$ cat config.mk
export PLATFORM = sky130hd
export DESIGN_NAME = alu_share_arb
export DESIGN_NICKNAME = d
export VERILOG_FILES = /design/src/rtl/alu_share_arb.sv
export SDC_FILE = /design/constraint.sdc
export NUM_CORES = 1
export LEC_CHECK = 0
export ABC_CLOCK_PERIOD_IN_PS = 1100
export BUFFER_PORTS_ARGS = -buffer_cell sky130_fd_sc_hd__buf_2
export CORE_AREA = 2 2 115 117
export DETAILED_ROUTE_END_ITERATION = 7
export DIE_AREA = 0 0 117 119
export SYNTH_ARGS = -nofsm -noshare
export SYNTH_HDL_FRONTEND = slang
export SYNTH_SLANG_ARGS = --single-unit
$ cat constraint.sdc
create_clock -name clk -period 1.1 [get_ports clk]
set_input_delay 0.11 -clock clk [delete_from_list [all_inputs] [get_ports clk]]
set_output_delay 0.11 -clock clk [all_outputs]
set_load 0.02 [all_outputs]
$ cat src/rtl/alu_share_arb.sv
// alu_share_arb: two-requester round-robin arbiter and sequencer for one
// shared ALU. Port 0 is the execute stage, port 1 the branch/address helper.
// The winning request's operands are muxed onto the ALU combinationally.
// The ALU result is registered into a single response slot that has
// back-pressure. The slot can retire and reload on the same edge, so
// sustained throughput is one operation per cycle.
// Optional feature macro: ARB_STATS_EN adds the saturating grant/contention
// counters stat_g0, stat_g1, stat_conf and the synchronous clear clr_stats.
module alu_share_arb #(
    parameter int DATA_W = 32,
    parameter int CNT_W  = 16
) (
    input  logic              clk,
    input  logic              rst,
    input  logic              req0,
    input  logic [3:0]        ctrl0,
    input  logic [DATA_W-1:0] a0,
    input  logic [DATA_W-1:0] b0,
    input  logic [4:0]        sh0,
    output logic              gnt0,
    input  logic              req1,
    input  logic [3:0]        ctrl1,
    input  logic [DATA_W-1:0] a1,
    input  logic [DATA_W-1:0] b1,
    input  logic [4:0]        sh1,
    output logic              gnt1,
    output logic [3:0]        alu_ctrl,
    output logic [DATA_W-1:0] alu_src1,
    output logic [DATA_W-1:0] alu_src2,
    output logic [4:0]        alu_shamt,
    input  logic [DATA_W-1:0] alu_out,
    input  logic              alu_zero,
    output logic              resp_valid,
    output logic              resp_id,
    output logic [DATA_W-1:0] resp_data,
    output logic              resp_zero,
    input  logic              resp_ready
`ifdef ARB_STATS_EN
    ,
    input  logic              clr_stats,
    output logic [CNT_W-1:0]  stat_g0,
    output logic [CNT_W-1:0]  stat_g1,
    output logic [CNT_W-1:0]  stat_conf
`endif
);

    logic              last_q, last_d;
    logic              resp_valid_q, resp_valid_d;
    logic              resp_id_q, resp_id_d;
    logic [DATA_W-1:0] resp_data_q, resp_data_d;
    logic              resp_zero_q, resp_zero_d;

    logic free;
    logic winner;
    logic grant;

    // Arbitration: slot availability, round-robin winner and grant strobes.
    always_comb begin
        free   = !resp_valid_q || resp_ready;
        winner = 1'b0;
        if (req0 && req1) begin
            winner = ~last_q;
        end else if (req1) begin
            winner = 1'b1;
        end
        grant = (req0 || req1) && free;
        gnt0  = grant && !winner;
        gnt1  = grant && winner;
    end

    // Drive the ALU from the granted requester; zeros when nothing is granted.
    always_comb begin
        alu_ctrl  = 4'd0;
        alu_src1  = '0;
        alu_src2  = '0;
        alu_shamt = 5'd0;
        if (gnt0) begin
            alu_ctrl  = ctrl0;
            alu_src1  = a0;
            alu_src2  = b0;
            alu_shamt = sh0;
        end else if (gnt1) begin
            alu_ctrl  = ctrl1;
            alu_src1  = a1;
            alu_src2  = b1;
            alu_shamt = sh1;
        end
    end

    // Next state of the response slot and the priority pointer.
    always_comb begin
        last_d       = last_q;
        resp_valid_d = resp_valid_q;
        resp_id_d    = resp_id_q;
        resp_data_d  = resp_data_q;
        resp_zero_d  = resp_zero_q;
        if (grant) begin
            resp_valid_d = 1'b1;
            resp_id_d    = winner;
            resp_data_d  = alu_out;
            resp_zero_d  = alu_zero;
            last_d       = winner;
        end else if (resp_ready) begin
            resp_valid_d = 1'b0;
        end
    end

    // State registers; reset drops any in-flight result and favours port 0 next.
    always_ff @(posedge clk) begin
        if (rst) begin
            last_q       <= 1'b1;
            resp_valid_q <= 1'b0;
            resp_id_q    <= 1'b0;
            resp_data_q  <= '0;
            resp_zero_q  <= 1'b0;
        end else begin
            last_q       <= last_d;
            resp_valid_q <= resp_valid_d;
            resp_id_q    <= resp_id_d;
            resp_data_q  <= resp_data_d;
            resp_zero_q  <= resp_zero_d;
        end
    end

    assign resp_valid = resp_valid_q;
    assign resp_id    = resp_id_q;
    assign resp_data  = resp_data_q;
    assign resp_zero  = resp_zero_q;

`ifdef ARB_STATS_EN
    logic [CNT_W-1:0] g0_cnt_q, g1_cnt_q, conf_cnt_q;
    logic [CNT_W-1:0] g0_cnt_d, g1_cnt_d, conf_cnt_d;

    function automatic logic [CNT_W-1:0] sat_inc(input logic [CNT_W-1:0] c);
        return (c == {CNT_W{1'b1}}) ? c : c + CNT_W'(1);
    endfunction

    // Counter next state: clear wins over any increment in the same cycle.
    always_comb begin
        g0_cnt_d   = g0_cnt_q;
        g1_cnt_d   = g1_cnt_q;
        conf_cnt_d = conf_cnt_q;
        if (clr_stats) begin
            g0_cnt_d   = '0;
            g1_cnt_d   = '0;
            conf_cnt_d = '0;
        end else begin
            if (gnt0) g0_cnt_d = sat_inc(g0_cnt_q);
            if (gnt1) g1_cnt_d = sat_inc(g1_cnt_q);
            if (req0 && req1 && free) conf_cnt_d = sat_inc(conf_cnt_q);
        end
    end

    // Counter registers.
    always_ff @(posedge clk) begin
        if (rst) begin
            g0_cnt_q   <= '0;
            g1_cnt_q   <= '0;
            conf_cnt_q <= '0;
        end else begin
            g0_cnt_q   <= g0_cnt_d;
            g1_cnt_q   <= g1_cnt_d;
            conf_cnt_q <= conf_cnt_d;
        end
    end

    assign stat_g0   = g0_cnt_q;
    assign stat_g1   = g1_cnt_q;
    assign stat_conf = conf_cnt_q;
`endif

endmodule
==> impl_metrics.env <==
export IMPL_first_iter_violations=132
export IMPL_grt_pass1_vias=3375
export IMPL_ys_seq_area_share_pct=31.95
export IMPL_dpl_cell_count=706
export IMPL_critical_path_peak_fanout=8
export IMPL_track_usage_pct=16.92
export IMPL_gr_total_overflow=0
export IMPL_synth_area_um2=2256
export IMPL_critPathCaptureType="primary output"
export IMPL_synth_seq_cells=36
export IMPL_route_met2_wl_um=6855
export IMPL_final_area_um2=5147
export IMPL_cts_max_level=2
export IMPL_yosys_warnings=0
export IMPL_yosys_area_top_type="dfxtp_1"
export IMPL_cp_startpoint="last_q$_SDFFE_PP1P_"
export IMPL_rsz0062_at_grt="true"
export IMPL_yosys_cell_types_count=21
export IMPL_post_route_min_period_ns=1.694
export IMPL_hold_buffers=0
export IMPL_ios=294
export IMPL_finalHoldViolations=0
export IMPL_p_leak_nw=2.488
export IMPL_arrival_ns=1.58
export IMPL_max_vdd_ir_drop_v=0.0007557
export IMPL_wl_per_cell_um=17.61
export IMPL_vias=3442
export IMPL_max_freq_ghz=0.5903
export IMPL_clock_path_buffers=2
export IMPL_drt_wl_total_um=12960
export IMPL_min_delay_path_depth=3
export IMPL_holdPathEnd="resp_data[8]$_SDFFE_PP0P_"
export IMPL_coreArea_um2=12870
export IMPL_firstDrtPassIters=4
export IMPL_relSlewSlack_pct=75.33
export IMPL_drv_slew=0
export IMPL_worst_slack_ns=-0.5941
export IMPL_pre_cts_ws_ns=-0.4268
export IMPL_synth_nets=440
export IMPL_cts_buffers=5
export IMPL_worstHoldStart="alu_out[8]"
export IMPL_setup_worst_path_start_class="register"
export IMPL_final_util_pct=39.98
export IMPL_placementRows=42
export IMPL_status="complete, but fails checks"
export IMPL_die_h_um=119
export IMPL_avgViaCountPerCell=4.677
export IMPL_cap_violations=0
export IMPL_violations="setup timing"
export IMPL_grt_max_degree=63
export IMPL_die_area_um2=13920
export IMPL_layout_cells_non_filler=736
export IMPL_power_mw=5.379
export IMPL_r2r_setup_slack_ns=-0.14
export IMPL_regToRegStartpoint="resp_valid$_SDFFE_PP0P_"
export IMPL_layout_nets=740
export IMPL_wl_met3_um=868
export IMPL_syn_inst=256
export IMPL_syn_to_final_growth_pct=128.2
export IMPL_fin_skew_ns=0.004666
export IMPL_clock_root_buffer="clkbuf_16"
export IMPL_ff2ff_path_depth=6
export IMPL_port_buffers=293
export IMPL_drive_above_1_share_pct=70.38
export IMPL_insertion_delay_ns=0.27
export IMPL_hpwlAfterDp_um=8733
export IMPL_grt_pass1_wl_um=18090
export IMPL_drc=0
export IMPL_finalCritPeriodShare_pct=154.0
export IMPL_tightest_slew_ns=0.3700
export IMPL_clk_transition_reported_paths_ns=0.06
export IMPL_synth_top_area_share_pct=31.95
export IMPL_die_width_um=117
export IMPL_initial_core_util_pct=17.52
export IMPL_place_gp_congestion=0.9342
export IMPL_wl_met1_um=4948
export IMPL_path_class="register to primary output"
export IMPL_detail_route_antenna_nets=0
export IMPL_top_layer_used="met5"
export IMPL_avgSynthCellArea_um2=8.812
export IMPL_netlist_top_cells_area="dfxtp_1 (32%), a22o_1 (28%), nand3b_1 (11%), a21oi_1 (8.0%), o21ai_0 (5.5%)"
export IMPL_cts_sinks=36
export IMPL_reg2reg_to="resp_data[30]$_SDFFE_PP0P_"
export IMPL_dpl_cell_area_um2=3936
export IMPL_hp_class="primary input to register"
export IMPL_grt_antenna_before_repair=4
export IMPL_n_fill_cell=1222
export IMPL_crit_required_ns=0.99
export IMPL_setup_violations=109
export IMPL_power_density_nw_per_um2=1045
export IMPL_cts_tree="yes"
report_power, final:
part           switching [mW]  total (mW)  internal (mW)
Sequential             0.0660        1.46           1.40
Combinational            1.26        2.56           1.30
Clock                   0.515        1.35          0.837
Total                    1.84        5.38           3.53
timing repair:
item                       in CTS  in global routing
pin swaps                       8                 73
cloned                         10                  0
resized for setup             167                 64
setup buffers                   8                  4
setup endpoints to repair     103                110
per-stage QoR:
step / setup TNS, ns / hold WS (ns)
after floorplan: -13.05 / 0.2697
after global placement: -21.30 / 0.3751
after detailed placement: -24.88 / 0.3833
after CTS: -44.18 / 0.08840
after global routing: -50.20 / 0.09474
final: -44.00 / 0.1010
cells in the final DEF (no fill, tap or decap), types with 10 or more instances in the layout:
| master | n |
|---|---|
| buf_2 | 230 |
| dfxtp_1 | 34 |
| a21oi_2 | 10 |
| buf_6 | 61 |
| a21oi_1 | 26 |
| buf_12 | 13 |
| a22o_1 | 68 |
| o21ai_2 | 26 |
| nand3b_1 | 33 |
| buf_4 | 14 |
cells by family after synthesis:
| family | share of synthesized area (%) |
|---|---|
| AOI/OAI and AO/OA | 44.20 |
| and+or+nand+nor | 13.53 |
| DFF | 31.95 |
| buffers and inverters | 10.32 |
per-layer routing:
layer | global-route usage, % | vias to the layer above
li1 | - | 1604
met1 | 18.84 | 1636
met2 | 31.76 | 179
met3 | 2.646 | 21
met4 | 6.029 | 2
met5 | 0 | -
registers in the layout (all words and copies together), names as in the netlist:
signal and flops:
last_q 1, resp_data 32, resp_id 1, resp_valid 1, resp_zero 1
cell usage after synthesis (all sizes together):
library cell  count
a22o             73
a21oi            36
dfxtp            36
o21ai            34
nand3b           33
buf              23
clkbuf           11
and3              2
nand2b            2
and2b             1
inv               1
nand2             1
nand3             1
nor2              1
o21bai            1
critical path, cell delays in order, from the launching register on:
cell      delay, ns
dfxtp_2        0.33
nand2b_4       0.13
and3_4         0.21
buf_12         0.14
buf_16         0.13
a22o_1         0.23
buf_6          0.14
worst max path at each step:
stage                   end  slack [ns]  cells after the start
2_1_floorplan   alu_src1[0]       -0.19                      7
3_3_place_gp    alu_src2[2]       -0.39                      5
3_5_place_dp    alu_src2[5]       -0.43                      5
4_1_cts        alu_src2[21]       -0.60                      6
5_1_grt         alu_src2[1]       -0.64                      6
6_report        alu_src2[1]       -0.59                      6
final cells by class:
class,instances,area (um^2),area share [%]
antenna,3,7.507,0.1458
inverter,1,11.26,0.2188
clock buffer,7,132.6,2.577
sequential,36,725.7,14.10
clock inverter,1,5.005,0.09723
tap,176,220.2,4.278
multi-input combinational,185,1607,31.21
timing repair buffer,327,2439,47.37
Power figures use the tool's default switching activity.
